--- src/rtl/bs_pkg.sv ---
// Shared types and helpers for the bus generator / arbiter.
// Holds the FSM state enum, address width and destination decode helper.
package bs_pkg;

    localparam int ADDR_W    = 8;
    localparam int PKT_MAX_W = 256;

    typedef enum logic [1:0] {
        IDLE = 2'd0,
        POP  = 2'd1,
        PUSH = 2'd2
    } bs_state_t;

    // Destination ID sits in the top ADDR_W bits of a packet of
    // width 'width'; the packet is passed zero-extended.
    function automatic logic [ADDR_W-1:0] get_dest(
        input logic [PKT_MAX_W-1:0] pkt,
        input int                   width
    );
        return pkt[width-1 -: ADDR_W];
    endfunction

endpackage

--- src/rtl/bs_rr_arbiter.sv ---
// Per-bus requester arbiter: one-hot grant plus grant index.
// Ports: clk, rst_n, req_i, upd_i (commit grant), gnt_o, idx_o, any_o.
// BS_FIXED_PRIO_EN: lowest pending index wins, no pointer state.
module bs_rr_arbiter #(
    parameter int N  = 4,
    parameter int IW = 2
) (
    input  logic          clk,
    input  logic          rst_n,
    input  logic [N-1:0]  req_i,
    input  logic          upd_i,
    output logic [N-1:0]  gnt_o,
    output logic [IW-1:0] idx_o,
    output logic          any_o
);

`ifdef BS_FIXED_PRIO_EN

    always_comb begin
        idx_o = '0;
        any_o = 1'b0;
        for (int k = 0; k < N; k++) begin
            if (!any_o && req_i[k]) begin
                any_o = 1'b1;
                idx_o = IW'(k);
            end
        end
        gnt_o = any_o ? (N'(1) << idx_o) : '0;
    end

`else

    // ptr_q is the first index searched, i.e. last grant + 1.
    logic [IW-1:0] ptr_q;
    logic [IW-1:0] ptr_d;

    always_comb begin
        int c;
        idx_o = '0;
        any_o = 1'b0;
        c     = 0;
        for (int k = 0; k < N; k++) begin
            c = int'(ptr_q) + k;
            if (c >= N) c = c - N;
            if (!any_o && req_i[c]) begin
                any_o = 1'b1;
                idx_o = IW'(c);
            end
        end
        gnt_o = any_o ? (N'(1) << idx_o) : '0;
    end

    always_comb begin
        ptr_d = ptr_q;
        if (upd_i && any_o) begin
            if (int'(idx_o) == N - 1) ptr_d = '0;
            else ptr_d = idx_o + IW'(1);
        end
    end

    always_ff @(posedge clk or negedge rst_n) begin
        if (!rst_n) ptr_q <= '0;
        else ptr_q <= ptr_d;
    end

`endif

endmodule

--- src/rtl/bus_gnrtr_n_rbtr.sv ---
// Shared-bus generator: per bus, arbitrate, pop a packet, route it.
// Ports: clk, reset (async low), pndng/D_pop in, pop/push/D_push out.
// BS_FIXED_PRIO_EN selects fixed priority instead of round-robin.
module bus_gnrtr_n_rbtr
    import bs_pkg::*;
#(
    parameter int          bits      = 1,
    parameter int          drvrs     = 4,
    parameter int          pckg_sz   = 16,
    parameter logic [7:0]  broadcast = 8'hFF
) (
    input  logic                                    clk,
    input  logic                                    reset,
    input  logic [bits-1:0][drvrs-1:0]              pndng,
    input  logic [bits-1:0][drvrs-1:0][pckg_sz-1:0] D_pop,
    output logic [bits-1:0][drvrs-1:0]              pop,
    output logic [bits-1:0][drvrs-1:0]              push,
    output logic [bits-1:0][drvrs-1:0][pckg_sz-1:0] D_push
);

    localparam int IW = (drvrs > 1) ? $clog2(drvrs) : 1;

    for (genvar b = 0; b < bits; b++) begin : g_bus
        bs_state_t          state_q;
        logic [IW-1:0]      src_q;
        logic [drvrs-1:0]   pop_q;
        logic [drvrs-1:0]   push_q;
        logic [pckg_sz-1:0] pkt_q;

        logic [drvrs-1:0]   gnt;
        logic [IW-1:0]      gidx;
        logic               any;
        logic [pckg_sz-1:0] head;
        logic [ADDR_W-1:0]  dest;
        logic [drvrs-1:0]   route;

        bs_rr_arbiter #(
            .N  (drvrs),
            .IW (IW)
        ) u_arb (
            .clk   (clk),
            .rst_n (reset),
            .req_i (pndng[b]),
            .upd_i (state_q == IDLE),
            .gnt_o (gnt),
            .idx_o (gidx),
            .any_o (any)
        );

        assign head = D_pop[b][src_q];
        assign dest = get_dest(PKT_MAX_W'(head), pckg_sz);

        // Broadcast skips the sender; unknown IDs route nowhere.
        always_comb begin
            route = '0;
            for (int i = 0; i < drvrs; i++) begin
                if (dest == broadcast)
                    route[i] = (i != int'(src_q));
                else if (int'(dest) < drvrs)
                    route[i] = (i == int'(dest));
            end
        end

        // Packet is captured while pop is high so push lands one
        // cycle after pop; PUSH is the cycle push is visible.
        always_ff @(posedge clk or negedge reset) begin
            if (!reset) begin
                state_q <= IDLE;
                src_q   <= '0;
                pop_q   <= '0;
                push_q  <= '0;
                pkt_q   <= '0;
            end else begin
                unique case (state_q)
                    IDLE: begin
                        push_q <= '0;
                        if (any) begin
                            pop_q   <= gnt;
                            src_q   <= gidx;
                            state_q <= POP;
                        end
                    end
                    POP: begin
                        pop_q   <= '0;
                        pkt_q   <= head;
                        push_q  <= route;
                        state_q <= PUSH;
                    end
                    PUSH: begin
                        push_q  <= '0;
                        state_q <= IDLE;
                    end
                    default: begin
                        pop_q   <= '0;
                        push_q  <= '0;
                        state_q <= IDLE;
                    end
                endcase
            end
        end

        assign pop[b]    = pop_q;
        assign push[b]   = push_q;
        assign D_push[b] = {drvrs{pkt_q}};
    end

endmodule

--- config.mk ---
export PLATFORM = sky130hd
export DESIGN_NAME = bus_gnrtr_n_rbtr
export DESIGN_NICKNAME = d
export VERILOG_FILES = /design/src/rtl/bs_pkg.sv /design/src/rtl/bs_rr_arbiter.sv /design/src/rtl/bus_gnrtr_n_rbtr.sv
export SDC_FILE = /design/constraint.sdc
export NUM_CORES = 1
export LEC_CHECK = 0
export CELL_PAD_IN_SITES_DETAIL_PLACEMENT = 1
export CELL_PAD_IN_SITES_GLOBAL_PLACEMENT = 1
export CORE_MARGIN = 2
export CORE_UTILIZATION = 23
export DETAILED_ROUTE_END_ITERATION = 16
export PLACE_DENSITY = 0.76
export SYNTH_ARGS = -nofsm -noshare
export SYNTH_HDL_FRONTEND = slang
export SYNTH_SLANG_ARGS = --single-unit
--- constraint.sdc ---
create_clock -name clk -period 1.7 [get_ports clk]
set_input_delay 0.51 -clock clk [delete_from_list [all_inputs] [get_ports clk]]
set_output_delay 0.51 -clock clk [all_outputs]
set_load 0.005 [all_outputs]
==> results of run 1 <==
-- sequential cells by signal, summed over array words and instances (netlist names) --
| register | cells |
|---|---|
| g_bus.src_q | 2 |
| g_bus.u_arb.ptr_q | 2 |
| pop | 4 |
| g_bus.state_q | 2 |
| push | 4 |
| g_bus.pkt_q | 16 |
-- worst max-delay path, stage by stage (launching register included) --
cell and delay [ns]:
dfrtp_1 0.41, buf_12 0.15, buf_8 0.13, mux4_2 0.41, nand2_2 0.08, or4_4 0.55, o21ai_2 0.08
-- layer usage --
layer	GRT usage, %	wire [microns]	share of wire, %
met1	16.04	2835	39
met2	26.66	3933	54
met3	3.865	485	6.7
met4	2.318	9	0.12
met5	0	0	0
-- metrics by stage --
step                      instance area [sq um]  instances
final                                      3801        465
after global routing                       3801        465
after CTS                                  3649        456
after detailed placement                   3448        427
after global placement                     3448        427
after floorplan                            2111        213
-- power breakdown --
group / internal (mW) / total [mW] / switching (mW) / leakage (nW)
combinational: 2.43 / 4.17 / 1.74 / 1.50
sequential: 1.02 / 1.31 / 0.284 / 0.380
clock: 0.326 / 0.592 / 0.265 / 0.0482
-- what timing repair did --
action / CTS / global route
buffers inserted: 21 / 9
pin swaps: 3 / 5
setup endpoints to repair: 76 / 28
gates resized for setup: 62 / 45
-- worst paths after layout --
kind                                      from                end  slack (ns)  depth (start not counted)
max                          g_bus[0].src_q[0]            push[1]       -0.19                          6
min                        g_bus[0].state_q[0]             pop[2]        0.54                          1
max reg2reg                  g_bus[0].src_q[0]            push[1]       -0.19                          6
min reg2reg                g_bus[0].state_q[0]             pop[2]        0.54                          1
max in group asynchronous                reset            push[1]        0.93                          2
min in group asynchronous                reset  g_bus[0].pkt_q[3]        0.60                          2
-- layout make-up --
type                       instances  area, sq um
multi-input combinational        120         1002
timing repair buffer             191         1792
clock inverter                     1        5.005
inverter                           8        30.03
sequential                        30        750.7
clock buffer                       7        86.33
tap                              108        135.1
fill                            1011         5005
-- layout by cell type, fill, tap and decap left out, types with 2 or more instances in the layout --
cell type	n
nor4_4	2
mux4_2	15
o21ai_1	3
clkdlybuf4s50_1	72
clkbuf_8	6
nand2_1	53
a21oi_1	7
ha_1	3
nand2b_1	6
o21ai_2	2
buf_4	45
buf_12	3
nand2_2	3
dlygate4sd2_1	51
clkbuf_2	3
nor2_1	2
o21ai_0	5
dfrtp_1	30
dlymetal6s2s_1	14
inv_1	5
mux2_2	2
o32ai_2	3
inv_2	2
-- kinds of logic (layout without fill, tap and decap cells) --
| kind of cell | Yosys count | after routing | synth area share, % |
|---|---|---|---|
| compound gates | 25 | 25 | 7.492 |
| mux | 18 | 18 | 18.91 |
| flops | 30 | 30 | 35.67 |
| buf+inv | 63 | 207 | 20.27 |
| simple gates | 73 | 73 | 15.28 |
| fa+ha+maj | 4 | 4 | 2.378 |
==> results.yml, run 1 <==
power_and_ir_drop:
  p_per_area_nw_per_um2: 1597
  ir_drop_v: 0.0004992
  leakagePower_nw: 1.933
  power_mw: 6.071
sta:
  fmax_mhz: 527.8
  fin_setup_tns_ns: -0.6181
  drv_slew: 0
  finalSetupViolations: 4
  finalHoldViolations: 0
  rsz0062_at_grt: "true"
  slew_headroom_pct: 71.74
  holdWs_ns: 0.5404
  min_period_over_period_pct: 111.5
  fin_ws_ns: -0.1947
  worst_slew_pin_slew_ns: 0.4208
  post-route-min-period_ns: 1.895
  fin_worst_skew_ns: 0.004938
yosys:
  synth_edf_count: 0
  ys_seq_elements: 30
  synthDistinctLibCells: 31
  synth.most_common_cell: "nand2_1"
  syn_nets: 287
  synth_area_leaders: "dfrtp_1 (36%), buf_4 (17%), mux4_2 (13%)"
  netlist_top_cells_count: "nand2_1 (57), buf_4 (48), dfrtp_1 (30)"
  syn_area_sq_um: 2105
  synth_cells: 213
  synth_area_leader_cell: "dfrtp_1"
  synthArstFlopShare_pct: 100.0
  synth_top_cell_area_share_pct: 35.67
  synthFlopType: "dfrtp_1"
  synth.avg_cell_area_sq_um: 9.880
  yosysWarnings: 0
  ys_seq_area_share_pct: 35.67
grt:
  antenna_found_initial: 0
  grt_pass1_wl_microns: 11010
  grt_pass1_vias: 2171
  grt_use_total_pct: 14.11
  gr-total-overflow: 0
  grt_max_degree: 31
drt:
  routed_via_density: 4.449
  initialDrtViolationCount: 30
  via_count: 2069
  drt-total-wl_microns: 7264
  dr.pass1.iters: 4
  drt-wirelength-per-cell_microns: 15.62
  postRouteAntennaNets: 0
  drc: 0
die:
  ioPinCount: 142
  core_sq_um: 8806
  chipWidth_microns: 99.66
  fp-row-count: 34
  start_util_pct: 23.90
  die_area_sq_um: 9931
  die_h_microns: 99.66
outcome:
  status: "finished, violations left"
  violations: "setup timing"
setup_path:
  crit_path_start_kind: "register"
  crit_path_max_fanout: 7
  crit_arrival_ns: 2.09
  endpoint_kind: "register"
  worst-setup-path-type: "reg2reg"
  crit_required_ns: 1.90
placement:
  routabilityCongestion: 0.8286
  io_buffers: 141
  hpwl_microns: 5451
  post-place-ws_ns: -0.5576
finish:
  diodes: 0
  nets: 430
  area_growth_pct: 80.62
  drive_gt1_share_pct: 27.17
  post-route-util_pct: 43.17
min_path:
  min_path_type: "reg2reg"
cts:
  cts_tree: "done"
  cts_buffer_depth: 2
  clk_latency_ns: 0.27
  root_buffer: "clkbuf_8"
  clock-sinks: 30
  clkTransAtPathRegs_ns: 0.07
  hold_buffers: 0
  htreeDepth: 2
  numCtsBuffers: 5
run:
  maxCapViolations: 0
Power figures use the tool's default switching activity.
==> run 2, diff against run 1 <==
--- a/config.mk
+++ b/config.mk
@@ -7,10 +7,11 @@
 export LEC_CHECK = 0
 export CELL_PAD_IN_SITES_DETAIL_PLACEMENT = 1
 export CELL_PAD_IN_SITES_GLOBAL_PLACEMENT = 1
-export CORE_MARGIN = 2
+export CORE_MARGIN = 3
 export CORE_UTILIZATION = 23
 export DETAILED_ROUTE_END_ITERATION = 16
 export PLACE_DENSITY = 0.76
+export RECOVER_POWER = 25
 export SYNTH_ARGS = -nofsm -noshare
 export SYNTH_HDL_FRONTEND = slang
 export SYNTH_SLANG_ARGS = --single-unit
==> run 2 against run 1 <==
Compared with the run above:
- the run still ends with setup timing left
- worst setup slack got worse by 0.028 ns
- cell count grew 0.22%
- flip-flop and latch count is the same
- global-route usage is 0.31 points lower
- die area increased by 4.1%
- final area grew 0.86%
- sequential power down 4%
==> results.yml, run 2 (synthesized netlist as in run 1, its figures left out) <==
die:
  chipWidth_microns: 101.7
  die_h_microns: 101.7
  core_sq_um: 8806
  die_area_sq_um: 10330
  start_util_pct: 23.90
  fp-row-count: 34
  ioPinCount: 142
cts:
  root_buffer: "clkbuf_8"
  cts_tree: "done"
  clk_latency_ns: 0.27
  clkTransAtPathRegs_ns: 0.07
  clock-sinks: 30
  cts_buffer_depth: 2
  numCtsBuffers: 5
  htreeDepth: 2
  hold_buffers: 0
drt:
  via_count: 2075
  drc: 0
  postRouteAntennaNets: 0
  initialDrtViolationCount: 58
  drt-total-wl_microns: 7495
  routed_via_density: 4.453
  drt-wirelength-per-cell_microns: 16.08
  dr.pass1.iters: 4
sta:
  fin_worst_skew_ns: 0.004489
  drv_slew: 0
  post-route-min-period_ns: 1.923
  finalSetupViolations: 4
  fin_ws_ns: -0.2226
  rsz0062_at_grt: "true"
  worst_slew_pin_slew_ns: 0.7935
  min_period_over_period_pct: 113.1
  fmax_mhz: 520.1
  finalHoldViolations: 0
  slew_headroom_pct: 47.10
  fin_setup_tns_ns: -0.7000
power_and_ir_drop:
  leakagePower_nw: 2.047
  p_per_area_nw_per_um2: 1589
  seq_power_share_pct: 20.7
  power_mw: 6.090
  netSwitchingFraction_pct: 37.34
  comb_power_share_pct: 69.6
  power_switching_mw: 2.274
  clkPwrFrac_pct: 9.7
  p_int_mw: 3.816
  ir_drop_v: 0.0006249
finish:
  area_growth_pct: 82.16
  final_cell_mix: "clkdlybuf4s50_1 (63), nand2_1 (53), dlygate4sd2_1 (48)"
  final_common_cell: "clkdlybuf4s50_1"
  largest_reg_flops: 16
  diodes: 0
  largest-register: "g_bus.pkt_q"
  drive_gt1_share_pct: 26.82
  fillers: 996
  regArea_sq_um: 752.0
  post-route-util_pct: 43.54
  nets: 431
  multiInputGateArea_sq_um: 1010
setup_path:
  endpoint_kind: "register"
  reg2reg_slack_ns: -0.22
  crit_required_ns: 1.88
  worst-setup-path-type: "reg2reg"
  rr_worst_depth: 6
  crit_path_max_fanout: 13
  crit_arrival_ns: 2.10
  crit_path_start_kind: "register"
outcome:
  status: "finished, violations left"
  violations: "setup timing"
min_path:
  hold-path-cell-count: 2
  min_path_type: "reg2reg"
run:
  maxCapViolations: 0
placement:
  hpwl_microns: 5646
  post-place-ws_ns: -0.5612
  routabilityCongestion: 0.8732
  io_buffers: 141
grt:
  antenna_found_initial: 0
  grt_pass1_vias: 2211
  gr-total-overflow: 0
  grt_max_degree: 31
  grt_pass1_wl_microns: 11140
  grt_use_total_pct: 13.80
-- run 2: changes by cell type in the layout (fill, tap and decap cells not counted), moves of 2 or more --
cell             previous run  this run
buf_6                       1         3
clkdlybuf4s50_1            72        63
dlygate4sd2_1              51        48
dlymetal6s2s_1             14        25
ha_1                        3         1
ha_2                        1         3
mux4_1                      1         4
mux4_2                     15        12
o21ai_0                     5         8
o21ai_2                     2         0
-- run 2: layer usage --
metal | up-vias | routed length (microns) | track usage (%)
li1 | 973 | - | -
met1 | 1009 | 2849 | 15.65
met2 | 89 | 4020 | 26.06
met3 | 4 | 559 | 2.961
met4 | 0 | 65 | 3.476
met5 | - | 0 | 0
-- run 2: final timing paths --
kind                              startpoint            endpoint
max                        g_bus[0].src_q[0]             push[3]
max in group asynchronous              reset  g_bus[0].pkt_q[15]
min reg2reg                           pop[1]              pop[1]
min in group asynchronous              reset  g_bus[0].pkt_q[13]
max reg2reg                g_bus[0].src_q[0]             push[3]
min                                   pop[1]              pop[1]
-- run 2: through the flow --
step           hold WS [ns]  cells  area (sq um)
6_report             0.5476    466          3834
5_1_grt              0.5818    466          3834
4_1_cts              0.5533    459          3667
3_5_place_dp         0.5407    427          3448
3_3_place_gp         0.5304    427          3448
2_1_floorplan        0.2144    213          2111
-- run 2: what timing repair did --
item | in CTS | in global routing
hold endpoints to repair | 0 | 0
pin swaps | 4 | 5
buffers inserted | 24 | 7
setup endpoints to repair | 76 | 34
resized for setup | 56 | 52
-- run 2: power groups by stage --
stage	clock network, mW	registers (mW)	logic, mW
after floorplan	0	1.33	2.17
after global placement	0	1.34	3.80
after detailed placement	0	1.37	3.90
after CTS	0.620	1.27	4.07
after global routing	0.663	1.31	4.64
final	0.592	1.26	4.24
-- run 2: layout make-up --
type                    instances  area share (%)
well taps                     108           3.525
inverters                       8          0.7833
flip-flops and latches         30           19.61
multi-input cells             120           26.34
repair buffers                192           47.36
clock buffers                   7           2.252
clock inverters                 1          0.1305
-- run 2: critical path, cell delays in order, from the launching register on --
cell     delay, ns
dfrtp_1       0.37
buf_12        0.16
mux4_2        0.57
nor4_4        0.32
nand2_2       0.14
buf_4         0.15
o32ai_2       0.11
==> run 3, diff against run 2 <==
--- a/config.mk
+++ b/config.mk
@@ -12,6 +12,7 @@
 export DETAILED_ROUTE_END_ITERATION = 16
 export PLACE_DENSITY = 0.76
 export RECOVER_POWER = 25
+export SLEW_MARGIN = 20
 export SYNTH_ARGS = -nofsm -noshare
 export SYNTH_HDL_FRONTEND = slang
 export SYNTH_SLANG_ARGS = --single-unit
==> results of run 3 <==
No change in the layout: final DEF, timing and power equal those of run 2.
==> patch 1 (config.mk and constraints of run 3) <==
Register the output `D_push`, without a reset; this adds one clock of latency there. The other outputs are not delayed to match.
--- a/src/rtl/bus_gnrtr_n_rbtr.sv
+++ b/src/rtl/bus_gnrtr_n_rbtr.sv
@@ -19,6 +19,8 @@
 );
 
     localparam int IW = (drvrs > 1) ? $clog2(drvrs) : 1;
+
+    logic [bits-1:0][drvrs-1:0][pckg_sz-1:0] D_push_d;
 
     for (genvar b = 0; b < bits; b++) begin : g_bus
         bs_state_t          state_q;
@@ -101,7 +103,11 @@
 
         assign pop[b]    = pop_q;
         assign push[b]   = push_q;
-        assign D_push[b] = {drvrs{pkt_q}};
+        assign D_push_d[b] = {drvrs{pkt_q}};
+    end
+
+    always_ff @(posedge clk) begin
+        D_push <= D_push_d;
     end
 
 endmodule
Function: changed (a bounded check fails within 4 cycles, from zero or initial values and one cycle with reset low).
==> patch 1 against run 3 <==
The flow still finishes with violations (setup timing). Area after synthesis is 15% higher. Routed wire length is 4.1% higher. Combinational power is 9.9% lower. Worst setup slack better by 0.16 ns. Utilization is 3.3 points lower. Sequential cell count is 16 higher. Cell area is 4.9% higher. Clock power is 17% higher. Synthesized cell count is 7.0% higher. Total power is 6.7% higher. Global-route usage is 1.4 points lower. Critical endpoint unchanged.
==> patch 1: results (changes against run 3) <==
* Outcome: finished with violations
* Failing checks: setup timing
* Worst slew margin at 47.1% (about the same)
* Share of layout cells above drive strength 1 at 23.7% (-3.1 points)
* Worst-path clk slew at 0.09 ns (+0.02 ns)
* Setup Viol. Count Final at 4 (unchanged)
* Top post-synthesis cells by area: dfrtp_1 31%, buf_4 15%, dfxtp_1 13%, mux4_2 12%, nand2_1 8.6%
* Final wirelength at 7800 µm (+4.1%)
* Total clock buffers created by CTS at 5 (unchanged)
* Synth top cells by count: 55 x nand2_1, 48 x buf_4, 30 x dfrtp_1
* WHS at 0.373 ns (-0.174 ns)
* IO Port Bufs at 141 (unchanged)
* Largest regs: D_push (16), g_bus.pkt_q (16)
* Worst Setup Slack, final at -0.0636 ns (+0.159 ns)
* H-tree depth at 2 (unchanged)
* Max Root-Sink Buffers at 2 (unchanged)
* Area after DPL at 3780 µm² (+9.6%)
* Initial antenna violation count at 1 (+1)
* Setup Skew at 0.00603 ns (+0.00154 ns)
* Final #Nets at 419 (-2.8%)
* HPWL Detailed at 6060 µm (+7.2%)
* Largest net degree at the start of global routing at 31 (unchanged)
* Sw Share at 34.5% (-2.9 points)
* Ys async rst share at 65.2% (-35 points)
* Drt drc at 0 (unchanged)
* CTS Root Cell: clkbuf_8
* FILL cells at 1,106 (+11%)
* Setup TNS at -0.219 ns (+0.480 ns)
* Yosys cell types at 31 (unchanged)
* R2R setup slack at -0.05 ns (+0.17 ns)
* Hold Crit Class: input pin to asynchronous set/reset pin
* Vias in the first global route at 2,124 (-3.9%)
* Syn Nets at 302 (+5.2%)
* Area delta synth->final at 66.7%
* GRT Total Usage at 12.4% (-1.4 points)
* Dpl cells at 467 (+9.4%)
* Routed Antenna Nets at 0 (unchanged)
* Max VDD drop at 0.000492 V (-21%)
* Mean Syn Cell Area at 10.6 µm² (+7.1%)
* Synth warnings at 0 (unchanged)
* Via-to-Cell Ratio at 4.27 (-4.0%)
* 1st-iter DRT viols at 63 (+8.6%)
* Routability cong. at 0.696 (-20%)
* Number of max-cap violations at 0 (unchanged)
* Register area share after synthesis at 44.4% (+8.7 points)
* Diode count at 0 (unchanged)
* TritonRoute pass-1 iters at 4 (unchanged)
* Clock latency on the worst-skew pair at 0.29 ns (+0.02 ns)
* Leak at 0.00211 µW (+3.1%)
* DR vias at 2,047 (-1.3%)
* Global-route wire length before repair at 11,300 µm (+1.6%)
* Crit-path max FO at 4 (-9)
-- patch 1: layer usage --
| metal | vias up | track usage (%) | share of wire (%) |
|---|---|---|---|
| li1 | 954 | - | - |
| met1 | 988 | 14.8 | 39 |
| met2 | 92 | 22.7 | 53 |
| met3 | 11 | 2.57 | 7.3 |
| met4 | 2 | 3.07 | 1.3 |
| met5 | - | 0 | 0.17 |
-- patch 1: kinds of logic after synthesis --
logic type | Yosys count | share of synthesized area [%]
simple gates | 74 | 13.5
fa+ha+maj | 4 | 2.07
mux | 20 | 17.2
buf+inv | 62 | 17.5
flops | 46 | 44.4
compound gates | 22 | 5.24
-- patch 1: critical path, cell delays in order --
cell and delay, ns:
clkdlybuf4s50_1 0.40, mux4_2 0.50, nor4_2 0.29, nand2_2 0.14
o32ai_2 0.12
-- patch 1: per-stage QoR --
stage / total power [µW] / worst slack (ns)
after floorplan: 4130 / 0.00790
after global placement: 5740 / -0.516
after detailed placement: 5870 / -0.578
after CTS: 6710 / -0.0611
after global routing: 7040 / -0.146
final: 6500 / -0.0636
-- patch 1: layout make-up --
type	instances	share of cell area (%)
inverters	7	0.653
clock buffers	7	2.15
well taps	133	4.14
repair buffers	165	41.8
multi-input cells	120	24.0
flip-flops and latches	46	27.2
clock inverters	1	0.124
-- patch 1: final timing paths --
path                                    from                      end  depth (start not counted)
setup / recovery                   D_pop[63]                  push[3]                          5
hold / removal                         reset        g_bus[0].pkt_q[7]                          2
setup reg to reg           g_bus[0].src_q[0]                  push[0]                          5
hold reg to reg            g_bus[0].pkt_q[7]               D_push[55]                          0
max in group asynchronous              reset  g_bus[0].u_arb.ptr_q[1]                          2
min in group clk           g_bus[0].pkt_q[7]               D_push[55]                          0
-- patch 1: timing repair --
action,CTS,global route
resized for setup,34,45
setup buffers,3,1
pin swaps,7,1
hold endpoints to repair,0,0
setup endpoints to repair,68,57
-- patch 1: power groups by stage --
stage	Clock (µW)	Combinational [µW]	Sequential (µW)
after floorplan	0	2190	1940
after global placement	0	3800	1950
final	693	3820	1980
after global routing	775	4200	2070
after CTS	722	3980	2010
after detailed placement	0	3870	1990
==> patch 2 (settings of run 3) <==
Without the edit above. The parameter `drvrs` goes from 4 to 2.
--- a/src/rtl/bus_gnrtr_n_rbtr.sv
+++ b/src/rtl/bus_gnrtr_n_rbtr.sv
@@ -5,7 +5,7 @@
     import bs_pkg::*;
 #(
     parameter int          bits      = 1,
-    parameter int          drvrs     = 4,
+    parameter int          drvrs     = 2,
     parameter int          pckg_sz   = 16,
     parameter logic [7:0]  broadcast = 8'hFF
 ) (
Interface: changed (5 resized); port bits go from 142 to 72. No check against the original RTL was run, so the function may have changed too.
==> patch 2 against run 3 <==
Synthesized cell count down 37%. Largest power group unchanged. Total power fell by 43%. Routed wire length down 43%. Sequential cell count decreased by 6. Area after synthesis is 39% lower. Critical path type is now input pin to flop. The run still ends with setup timing left. Cell area fell by 40%. Combinational power shrank 52%. Worst setup slack gained 0.077 ns.
==> patch 2: results (changes against run 3) <==
* Outcome: finished with violations
* Failing checks: setup timing
* Setup Viol. Count Final at 2 (-2)
* IO Port Bufs at 71 (-50%)
* H-tree depth at 1 (-1)
* Ys flop type: dfrtp_1
* Worst Setup Slack, final at -0.146 ns (+0.0768 ns)
* CTS Root Cell: clkbuf_8
* Biggest register: g_bus.pkt_q
* HPWL Detailed at 3010 µm (-47%)
* Syn Nets at 171 (-40%)
* Routability cong. at 0.743 (-15%)
* GRT Total Usage at 12.4% (-1.4 points)
* Routed len/inst at 14.8 µm (-8.2%)
* Share of layout cells above drive strength 1 at 21.0% (-5.8 points)
* Max reg flops at 16 (unchanged)
* Arr. time, crit path at 2.06 ns (-0.04 ns)
* Number of max-cap violations at 0 (unchanged)
* Leak at 0.00112 µW (-45%)
* 1st-iter DRT viols at 18 (-69%)
* Top post-synthesis cells by area: dfrtp_1 47%, mux2i_1 11%, buf_4 9.3%, a21oi_1 6.2%, nor2_1 5.8%
* Global-route wire length before repair at 6290 µm (-44%)
* Worst-path clk slew at 0.09 ns (+0.02 ns)
* Ys async rst share at 100% (unchanged)
* Synth warnings at 0 (unchanged)
* Setup Skew at 0.00438 ns (-0.000106 ns)
* Clock latency on the worst-skew pair at 0.27 ns (about the same)
* DR vias at 1,299 (-37%)
* Diode count at 0 (unchanged)
* TritonRoute pass-1 iters at 3 (-1)
* Post-Synth XOR/XNOR Area at 0% (unchanged)
* Complex-gate fraction of the synthesized area at 15.2% (+7.7 points)
* Max Root-Sink Buffers at 2 (unchanged)
* Synth Area in Adders at 0% (-2.4 points)
* Sw Share at 35.7% (-1.6 points)
* Area after DPL at 2080 µm² (-40%)
* Largest net degree at the start of global routing at 25 (-19%)
* Yosys top cell area share at 46.6% (+11 points)
* Setup TNS at -0.244 ns (+0.456 ns)
* Dpl ws at -0.803 ns (-0.242 ns)
* Mean Syn Cell Area at 9.56 µm² (-3.3%)
* Total clock buffers created by CTS at 3 (-2)
* Max VDD drop at 0.000582 V (-6.8%)
* Mux contribution to synthesized area at 10.9% (-8.0 points)
* WHS at 0.510 ns (-0.0373 ns)
* Worst slew margin at 56.0% (+8.9 points)
* Register area share after synthesis at 46.6% (+11 points)
* Final #Nets at 256 (-41%)
* Yosys cell types at 31 (unchanged)
* Dpl cells at 270 (-37%)
* Via-to-Cell Ratio at 4.49 (+0.94%)
* Hold Crit Class: flop to flop
* Synth top cells by count: 24 x dfrtp_1, 20 x nor2_1, 16 x a21oi_1, 16 x buf_4, 14 x mux2i_1
* Crit-path max FO at 3 (-10)
* Initial antenna violation count at 0 (unchanged)
-- patch 2: logic make-up after synthesis --
family,Yosys count
AO/OA/AOI/OAI,30
buffers and inverters,26
flip-flops,24
multiplexers,14
AND/OR/NAND/NOR,41
-- patch 2: path summary, 6_finish.rpt --
check / start / end / slack [ns] / cells after the start
max in group asynchronous: reset / g_bus[0].pkt_q[13] / 0.48 / 2
min in group asynchronous: reset / g_bus[0].pkt_q[9] / 0.79 / 2
worst max register to register: g_bus[0].src_q / push[0] / 0.08 / 4
worst min register to register: g_bus[0].state_q[0] / pop[0] / 0.51 / 1
worst min-delay path: g_bus[0].state_q[0] / pop[0] / 0.51 / 1
worst max-delay path: D_pop[28] / push[0] / -0.15 / 5
-- patch 2: area by class of cell --
cell class | instances | area (µm²)
flip-flops and latches | 24 | 601
fillers | 617 | 2960
repair buffers | 102 | 986
inverters | 4 | 16.3
multi-input cells | 85 | 566
well taps | 70 | 87.6
clock buffers | 4 | 55.1
-- patch 2: power groups by stage --
stage	Sequential, µW	Clock (µW)	Combinational, µW
3_5_place_dp	1060	0	1900
5_1_grt	1070	444	2240
6_report	1030	401	2030
3_3_place_gp	1050	0	1850
4_1_cts	1050	416	1940
2_1_floorplan	1030	0	1020
-- patch 2: routing by layer --
metal	wire length (µm)	vias up	track usage, %
met4	38	0	3.89
li1	-	623	-
met3	344	5	2.66
met2	2130	48	20.3
met1	1760	623	16.4
met5	0	-	0
-- patch 2: what timing repair did --
item,4_1_cts,5_1_grt
resized for setup,27,23
setup buffers,3,12
endpoints found under the setup margin,14,29
pin swaps,4,4
-- patch 2: worst max-delay path, cell delays in order --
cell and delay [ns]:
buf_6 0.09, or4_4 0.53, or4_4 0.48, a2111oi_4 0.31, a211o_1 0.14
